[src/rtl/multicycle_control_fsm.sv]
// Main control FSM for a multicycle RISC-V datapath: fetch, decode, execute, memory, writeback.
// Control outputs are registered from the next state, so they always reflect the current state.
module multicycle_control_fsm #(
  parameter logic [6:0] OP_LW    = 7'b0000011,
  parameter logic [6:0] OP_SW    = 7'b0100011,
  parameter logic [6:0] OP_RTYPE = 7'b0110011,
  parameter logic [6:0] OP_ITYPE = 7'b0010011,
  parameter logic [6:0] OP_BEQ   = 7'b1100011
) (
  input  logic       clk,
  input  logic       reset,
  input  logic [6:0] opcode,
  output logic       RegWrite,
  output logic       ALUSrcA,
  output logic       MemRead,
  output logic       MemWrite,
  output logic       MemtoReg,
  output logic       IorD,
  output logic       IRWrite,
  output logic       PCWrite,
  output logic       PCWriteCond,
  output logic       PCSource,
  output logic [1:0] ALUOp,
  output logic [1:0] ALUSrcB
);

  typedef enum logic [3:0] {
    StFetch    = 4'd0,
    StDecode   = 4'd1,
    StMemAddr  = 4'd2,
    StMemRead  = 4'd3,
    StMemWb    = 4'd4,
    StMemWrite = 4'd5,
    StExecR    = 4'd6,
    StAluWb    = 4'd7,
    StBranch   = 4'd8,
    StExecI    = 4'd9
  } state_e;

  state_e      state_q, state_d;
  logic [13:0] ctrl_q;

  // Order: RegWrite ALUSrcA MemRead MemWrite MemtoReg IorD IRWrite PCWrite PCWriteCond PCSource
  //        ALUOp[1:0] ALUSrcB[1:0]
  function automatic logic [13:0] ctrl_of(input state_e s);
    logic [13:0] c;
    c = '0;
    case (s)
      StFetch:    c = {10'b0010001100, 2'b00, 2'b01};
      StDecode:   c = {10'b0000000000, 2'b00, 2'b10};
      StMemAddr:  c = {10'b0100000000, 2'b00, 2'b10};
      StMemRead:  c = {10'b0010010000, 2'b00, 2'b00};
      StMemWb:    c = {10'b1000100000, 2'b00, 2'b00};
      StMemWrite: c = {10'b0001010000, 2'b00, 2'b00};
      StExecR:    c = {10'b0100000000, 2'b10, 2'b00};
      StAluWb:    c = {10'b1000000000, 2'b00, 2'b00};
      StBranch:   c = {10'b0100000011, 2'b01, 2'b00};
      StExecI:    c = {10'b0100000000, 2'b10, 2'b10};
      default:    c = '0;
    endcase
    return c;
  endfunction

  always_comb begin
    state_d = StFetch;
    case (state_q)
      StFetch: state_d = StDecode;
      StDecode: begin
        // Unknown or X/Z opcodes fall through to the default and restart fetch.
        case (opcode)
          OP_LW, OP_SW: state_d = StMemAddr;
          OP_RTYPE:     state_d = StExecR;
          OP_ITYPE:     state_d = StExecI;
          OP_BEQ:       state_d = StBranch;
          default:      state_d = StFetch;
        endcase
      end
      StMemAddr: begin
        case (opcode)
          OP_LW:   state_d = StMemRead;
          OP_SW:   state_d = StMemWrite;
          default: state_d = StFetch;
        endcase
      end
      StMemRead: state_d = StMemWb;
      StExecR:   state_d = StAluWb;
      StExecI:   state_d = StAluWb;
      default:   state_d = StFetch;
    endcase
  end

  always_ff @(posedge clk) begin
    if (reset) begin
      state_q <= StFetch;
      ctrl_q  <= ctrl_of(StFetch);
    end else begin
      state_q <= state_d;
      ctrl_q  <= ctrl_of(state_d);
    end
  end

  assign {RegWrite, ALUSrcA, MemRead, MemWrite, MemtoReg, IorD, IRWrite, PCWrite, PCWriteCond,
          PCSource, ALUOp, ALUSrcB} = ctrl_q;

endmodule

[config.mk]
export PLATFORM = sky130hd
export DESIGN_NAME = multicycle_control_fsm
export DESIGN_NICKNAME = d
export VERILOG_FILES = /design/src/rtl/multicycle_control_fsm.sv
export SDC_FILE = /design/constraint.sdc
export NUM_CORES = 1
export LEC_CHECK = 0
export CAP_MARGIN = 20
export CORE_AREA = 8 8 52 54
export CTS_BUF_LIST = sky130_fd_sc_hd__clkbuf_8 sky130_fd_sc_hd__clkbuf_16
export CTS_CLUSTER_DIAMETER = 200
export DETAILED_ROUTE_END_ITERATION = 7
export DIE_AREA = 0 0 60 62
export PLACE_DENSITY = 0.71
export RECOVER_POWER = 100
export SETUP_SLACK_MARGIN = 0.05
export SKIP_LAST_GASP = 1
export SYNTH_ARGS = -nofsm -noshare
export SYNTH_HDL_FRONTEND = slang
export SYNTH_SLANG_ARGS = --single-unit
[constraint.sdc]
create_clock -name clk -period 1.85 [get_ports clk]
set_input_delay 0.37 -clock clk [delete_from_list [all_inputs] [get_ports clk]]
set_output_delay 0.37 -clock clk [all_outputs]
set_load 0.05 [all_outputs]
; ---- Word level (Yosys, flattened, before mapping)
; Memory sizes are Yosys's and may differ from the RTL's. A register that Yosys moved wholly into a read port is not among the register bits.
; Cells that the tools add are included.
[word_totals]
reg_bits = 4
romBits = 224
out_inout_bits = 14
memories = 1
[memory_table]
columns = name, depth, width, rd, rd_clocked_by_memory_dff, write_ports, line_no
row1 = (name not given), 16, 14, 1, 1, 0, 48  ; case (s)
[classes]
eq_ne = 10
n_mux = 3
reduce_logical = 3
[ops]
columns = operator, count
row1 = one-hot mux 4 bit (5 select lines), 1
row2 = one-hot mux 4 bit (4 select lines), 1
row3 = equality test 7 x 6 -> 1 bit (second input constant), 2
row4 = equality test 4 x 2 -> 1 bit (second input constant), 2
row5 = equality test 7 x 2 -> 1 bit (second input constant), 1
row6 = equality test 7 x 5 -> 1 bit (second input constant), 1
row7 = equality test 7 bit (second input constant), 1
row8 = one-hot mux 3 bit (2 select lines), 1
row9 = equality test 4 x 1 -> 1 bit (second input constant), 1
row10 = equality test 4 x 3 -> 1 bit (second input constant), 1
row11 = equality test 4 bit (second input constant), 1
row12 = logical NOT 4 bit, 1
row13 = OR reduction 2 bit, 2

; ---- Depth between registers and ports, before layout
; Gate-level depths: netlist of the first run.
[logic_depth]
ltp_word = 4
mapped_depth = 7
ltp_nobuf = 7

; ---- Least setup slack after synthesis of the first run
; No wires, ideal clock.
[synth_timing]
path_kind = input-to-reg
startpoint = in opcode[2]
endpoint = reg ctrl_q[1]
setup_time_ps = 129
arrival_ps = 1726
setup_slack_ps = -4
stages = 7
path_buffers = 0
cell_sequence = nand4bb_4 > nor4_1 > nor3_1 > or2_1 > ha_1 > mux2i_1 > nor3_2
[synth_between]
elab_chain_cells = 4
elab_cells_between_ends = 9
classes_between = 5 x eq/ne / 3 x mux / 1 x reduce/logical
[synth_rtl]
columns = element, line_no
row1 = from (decl), 12  ; input logic [6:0] opcode,
row2 = equality test 7 x 6 -> 1 bit or equality test 7 x 2 -> 1 bit (tied branches), "70, 79"
row3 = OR reduction 2 bit, 70  ; case (opcode)
row4 = one-hot mux 4 bit (4 select lines), 70
row5 = one-hot mux 4 bit (5 select lines) *, 66  ; case (state_q)
row6 = to (decl), 41  ; logic [13:0] ctrl_q;
; Every way passes the cells marked *; elsewhere a longest branch is shown, timed or not.
; A chain may end at the register's enable or synchronous reset.

; ---- Worst setup path in the final report of the first run
[layout_timing]
startpoint = reg ctrl_q[3]
endpoint = out ALUOp[1]
[layout_lines]
columns = element, line_no
row1 = to (decl), 23  ; output logic [1:0] ALUOp,
; No word-level cell between the ends.

==> flow_metrics.env, run 1 <==
export IMPL_antenna_found_initial=0
export IMPL_rows=16
export IMPL_worstHoldPathType="reg -> reg"
export IMPL_avgSynthCellArea_sq_um=9.71
export IMPL_drcViolationCount=0
export IMPL_post_layout_nonfiller_instances=140
export IMPL_clock_root_buffer="clkbuf_8"
export IMPL_yosysMostFrequentCell="dfxtp_1"
export IMPL_outcome="finished clean"
export IMPL_syn_nets=88
export IMPL_async_flop_share_pct=0
export IMPL_area_delta_synth_final_pct=62.9
export IMPL_cts_hold_buf=0
export IMPL_wl_per_cell_microns=14.2
export IMPL_grt_max_degree=10
export IMPL_cts_buffers=3
export IMPL_synthCells=75
export IMPL_peakVddDrop_v=0.000500
export IMPL_whs_ns=0.928
export IMPL_critPathCapture="ALUOp[1]"
export IMPL_final_area_sq_mm=0.00119
export IMPL_slew_violations=0
export IMPL_static_leakage_power_nw=0.489
export IMPL_place_congestion=0.790
export IMPL_fillers=157
export IMPL_rsz0062_at_grt="true"
export IMPL_synth_edf_count=0
export IMPL_critPathKind="reg -> out"
export IMPL_start_kind="flip-flop"
export IMPL_synthTopCellsByCount="dfxtp_1 (14), nor2_1 (10), buf_4 (4), ha_1 (4), nor3_1 (4)"
export IMPL_synth_cell_types=33
export IMPL_port_buffers=22
export IMPL_max_freq_mhz=561
export IMPL_synthTopCellsByArea="dfxtp_1 (38%), ha_1 (6.9%), nor2_1 (5.2%), mux2i_1 (4.1%), buf_4 (4.1%)"
export IMPL_netlist_area_leader_share_pct=38.5
export IMPL_ys_warn_count=0
export IMPL_dr_pass1_iters=4
export IMPL_cp_num_cells=1
export IMPL_final_util_pct=62.4
export IMPL_worstRegToRegCells=4
export IMPL_synth_seq_area_share_pct=38.5
export IMPL_min_period_over_period_pct=96.4
export IMPL_drive_gt1_share_pct=40.7
export IMPL_die_area_sq_mm=0.00372
export IMPL_coreArea_sq_mm=0.00190
export IMPL_place_hpwl_microns=1410
export IMPL_yosys_area_top_type="dfxtp_1"
export IMPL_r2r_start="state_q[1]"
export IMPL_nets=127
export IMPL_cts_sinks=14
export IMPL_hold_viol=0
export IMPL_htreeDepth=1
export IMPL_slowest_stage="dlygate4sd3_1"
export IMPL_clock_latency_ns=0.24
export IMPL_drtIter0Drc=8
export IMPL_synth_seq_cells=14
export IMPL_place_area_sq_mm=0.00104
export IMPL_crit_chain="dlygate4sd3_1"
export IMPL_postRouteAntennaNets=0
export IMPL_ff_latch_area_sq_um=283
export IMPL_start_util_pct=38.3
export IMPL_cts_tree="yes"
export IMPL_worst_r2r_endpoint="ctrl_q[7]"
export IMPL_clk_pin_slew_ns=0.06
export IMPL_num_vias=712
export IMPL_crit_path_end_kind="output port"
export IMPL_min_from="state_q[0]"
export IMPL_max_stage_delay_ns=0.87
export IMPL_crit_buf_inv=1
export IMPL_drt_total_wl_microns=1990
export IMPL_r2r_slack_ns=0.11
export IMPL_tightest_slew_ns=0.610
export IMPL_grt_overflow=0
export IMPL_dp_cells=133
export IMPL_synthesis_area_sq_um=728
export IMPL_cap_violations=0
export IMPL_critical_path_required_ns=1.48
export IMPL_grt_total_usage_pct=10.4
export IMPL_finalClockSkew_ns=0.00633
export IMPL_routed_via_density=5.09
export IMPL_grt_pass1_vias=665
export IMPL_io_pins=23
export IMPL_pwr_density_cell_mw_per_mm2=667
export IMPL_slew_headroom_pct=59.5
export IMPL_setup_viol=0
export IMPL_path_delay_family="buffers and inverters"
export IMPL_grt_pass1_wl_microns=2880
export IMPL_die_h_microns=62
export IMPL_clk_path_buf_depth=2
export IMPL_path_max_fanout=1
export IMPL_cp_data_arrival_time_ns=1.41
export IMPL_fin_crit_ns=1.78
export IMPL_antennaDiodeCount=0
export IMPL_die_width_microns=60
export IMPL_multi_input_area_sq_um=524
export IMPL_ys_flop_type="dfxtp_1"
export IMPL_crit_start="ctrl_q[3]"
-- power breakdown --
| part | internal, mW | switching, mW |
|---|---|---|
| logic | 0.0734 | 0.106 |
| clock network | 0.188 | 0.107 |
| registers | 0.312 | 0.00420 |
| total | 0.574 | 0.217 |
-- worst min-delay path by stage --
stage / cells after the start / slack [ns] / end
floorplan: 2 / 0.56 / state_q[1]
global placement: 3 / 0.75 / state_q[1]
detailed placement: 3 / 0.76 / ctrl_q[9]
CTS: 3 / 0.77 / ctrl_q[9]
global route: 2 / 0.96 / ctrl_q[12]
finish: 5 / 0.93 / ctrl_q[8]
-- logic make-up (layout without fill, tap and decap cells) --
group | Yosys count | count (layout) | synth area share (%)
and+or+nand+nor | 35 | 35 | 31.4
buffers and inverters | 7 | 45 | 5.67
adders and majority gates | 4 | 4 | 6.87
muxes | 3 | 3 | 4.12
DFF | 14 | 14 | 38.5
AOI/OAI and AO/OA | 12 | 12 | 13.4
-- layout by cell type, fill, tap and decap left out, types with 2 or more instances in the layout --
| cell type | instances |
|---|---|
| buf_4 | 16 |
| clkbuf_1 | 9 |
| clkbuf_8 | 4 |
| clkdlybuf4s15_1 | 2 |
| clkdlybuf4s50_1 | 2 |
| dfxtp_1 | 12 |
| dfxtp_2 | 2 |
| dlygate4sd2_1 | 5 |
| dlygate4sd3_1 | 4 |
| ha_1 | 2 |
| inv_1 | 2 |
| mux2i_1 | 3 |
| nand2_1 | 3 |
| nand3_1 | 3 |
| nor2_1 | 6 |
| nor2_2 | 2 |
| nor2_4 | 2 |
| nor3_1 | 4 |
| or2_4 | 2 |
-- cell type report --
class | instances | area share [%]
timing repair buffer | 39 | 23.8
sequential | 14 | 23.8
clock buffer | 4 | 4.64
multi-input combinational | 54 | 44.2
inverter | 2 | 0.633
tap | 27 | 2.85
-- stage by stage --
stage / TNS, ns / total power [mW] / worst slack [ns]
after floorplan: 0 / 0.425 / 0.0426
after global placement: -3.44 / 0.487 / -0.380
after detailed placement: -3.86 / 0.489 / -0.445
after CTS: 0 / 0.787 / 0.0655
after global routing: 0 / 0.828 / 0.0184
final: 0 / 0.791 / 0.0672
-- per-layer routing --
layer / global-route usage [%] / share of wire [%] / vias to the layer above
li1: - / - / 346
met1: 10.4 / 41 / 340
met2: 19.4 / 51 / 22
met3: 3.70 / 5.9 / 4
met4: 4.08 / 1.8 / 0
met5: 0 / 0 / -
-- sequential cells by signal, summed over array words and instances (netlist names) --
name / count
ctrl_q: 10
state_q: 4
-- what timing repair did --
action                                  4_1_cts  5_1_grt
pin swaps                                     7        5
endpoints found under the setup margin       12        8
setup buffers                                 1        2
resized for setup                            16       18
Note: power is estimated with default switching activity, not from simulation.
==> inputs of run 2 (changes only) <==
- CTS_CLUSTER_SIZE: unset -> 40
==> results of run 2 <==
No change in the layout: final DEF, timing and power equal those of run 1.
==> inputs of run 3 (changes only) <==
==> constraint.sdc (replaced) <==
create_clock -name clk -period 1.85 [get_ports clk]
set_input_delay 0.4625 -clock clk [delete_from_list [all_inputs] [get_ports clk]]
set_output_delay 0.4625 -clock clk [all_outputs]
set_load 0.05 [all_outputs]
==> flow_metrics.env, run 3 (same netlist as run 1, synthesis figures left out) <==
export IMPL_largest_register="ctrl_q"
export IMPL_htreeDepth=1
export IMPL_grt_pass1_wl_microns=2970
export IMPL_io_pins=23
export IMPL_crit_buf_inv=2
export IMPL_static_leakage_power_nw=0.431
export IMPL_setup_viol=0
export IMPL_num_vias=690
export IMPL_final_util_pct=57.0
export IMPL_critical_path_required_ns=1.98
export IMPL_preCtsSetupSlack_ns=-0.472
export IMPL_dp_cells=131
export IMPL_grt_overflow=0
export IMPL_rows=16
export IMPL_path_max_fanout=3
export IMPL_hold_viol=0
export IMPL_die_width_microns=60
export IMPL_clock_latency_ns=0.24
export IMPL_port_buffers=22
export IMPL_grt_total_usage_pct=10.7
export IMPL_antenna_found_initial=0
export IMPL_reg_top3="ctrl_q x10, state_q x4"
export IMPL_fin_crit_ns=1.77
export IMPL_die_h_microns=62
export IMPL_final_cell_mix="clkbuf_1 (15), dfxtp_1 (14), buf_4 (11)"
export IMPL_dr_pass1_iters=4
export IMPL_postRouteAntennaNets=0
export IMPL_slew_headroom_pct=59.1
export IMPL_cts_sinks=14
export IMPL_drive_gt1_share_pct=41.4
export IMPL_drt_total_wl_microns=1910
export IMPL_slowest_stage="or2_1"
export IMPL_outcome="finished clean"
export IMPL_fillers=177
export IMPL_clk_path_buf_depth=2
export IMPL_whs_ns=0.810
export IMPL_start_util_pct=38.3
export IMPL_place_area_sq_mm=0.00102
export IMPL_final_area_sq_mm=0.00108
export IMPL_clock_root_buffer="clkbuf_8"
export IMPL_peakVddDrop_v=0.000581
export IMPL_fin_tns_setup_ns=0
export IMPL_cts_buffers=3
export IMPL_cpMostUsedCell="nor3_2"
export IMPL_crit_path_end_kind="flip-flop"
export IMPL_clk_pin_slew_ns=0.05
export IMPL_nets=125
export IMPL_start_kind="primary input"
export IMPL_max_freq_mhz=565
export IMPL_final_common_cell="clkbuf_1"
export IMPL_finalClockSkew_ns=0.00210
export IMPL_largest_register_ffs=10
export IMPL_drcViolationCount=0
export IMPL_place_congestion=0.795
export IMPL_max_stage_delay_ns=0.27
export IMPL_slew_violations=0
export IMPL_die_area_sq_mm=0.00372
export IMPL_routed_via_density=5.00
export IMPL_path_delay_family="simple AND/OR/NAND/NOR gates"
export IMPL_tightest_slew_ns=0.616
export IMPL_coreArea_sq_mm=0.00190
export IMPL_crit_chain="clkbuf_2 -> nand4bb_4 -> buf_4 -> nor4_4 -> nor3_2 -> or2_1 -> ha_4 -> mux2i_1 -> nor3_2"
export IMPL_cp_data_arrival_time_ns=1.89
export IMPL_rsz0062_at_grt="false"
export IMPL_cts_hold_buf=0
export IMPL_cts_tree="yes"
export IMPL_setup_ws_ns=0.0813
export IMPL_grt_max_degree=9
export IMPL_power_mw=0.763
export IMPL_worstHoldPathType="reg -> reg"
export IMPL_pwr_density_cell_mw_per_mm2=704
export IMPL_wl_per_cell_microns=13.9
export IMPL_post_layout_nonfiller_instances=138
export IMPL_min_period_over_period_pct=95.6
export IMPL_cap_violations=0
export IMPL_grt_pass1_vias=646
export IMPL_antennaDiodeCount=0
export IMPL_place_hpwl_microns=1420
export IMPL_area_delta_synth_final_pct=48.8
export IMPL_drtIter0Drc=18
export IMPL_critPathKind="in -> reg"
-- run 3: cell types whose count changed in the layout (fill, tap and decap cells not counted), moves of 4 or more --
cell / delta
clkbuf_1: +6
clkbuf_2: +6
dlygate4sd3_1: -4
buf_4: -5
dlygate4sd2_1: -5
-- run 3: worst register-to-register path: cells and delay by family (launching register included) --
family | cells | cell delay, ns
AO/OA/AOI/OAI | 1 | 0.18
adder cells (fa/ha/maj) | 1 | 0.26
multiplexers | 1 | 0.16
AND/OR/NAND/NOR | 4 | 0.71
flip-flops | 1 | 0.33
-- run 3: cell type report --
| cell class | count | area [sq um] | share of cell area [%] |
|---|---|---|---|
| Multi-Input combinational cell | 54 | 499 | 46.1 |
| Sequential cell | 14 | 280 | 25.9 |
| Timing Repair Buffer | 37 | 208 | 19.2 |
| Clock buffer | 4 | 55.1 | 5.08 |
| Tap cell | 27 | 33.8 | 3.12 |
| Inverter | 2 | 7.51 | 0.693 |
-- run 3: path summary, 6_finish.rpt --
path / start / endpoint / slack (ns) / cells past startpoint
max: opcode[3] / ctrl_q[1] / 0.08 / 9
min: state_q[3] / state_q[1] / 0.81 / 3
max reg2reg: state_q[1] / ctrl_q[1] / 0.09 / 7
min reg2reg: state_q[3] / state_q[1] / 0.81 / 3
-- run 3: power by group --
group / total (mW) / switching (mW) / internal, mW
registers: 0.316 / 0.00401 / 0.312
logic: 0.162 / 0.103 / 0.0593
clock network: 0.285 / 0.0966 / 0.188
-- run 3: layer usage --
layer	wire length, microns	track usage (%)	vias to the layer above
li1	-	-	342
met1	783	11.4	316
met2	978	18.8	30
met3	128	5.14	2
met4	22	2.04	0
met5	0	0	-
-- run 3: timing repair --
item,4_1_cts,5_1_grt
pin swaps,9,13
gates resized for setup,21,21
setup endpoints to repair,12,8
buffers inserted,0,3
gates cloned,0,0
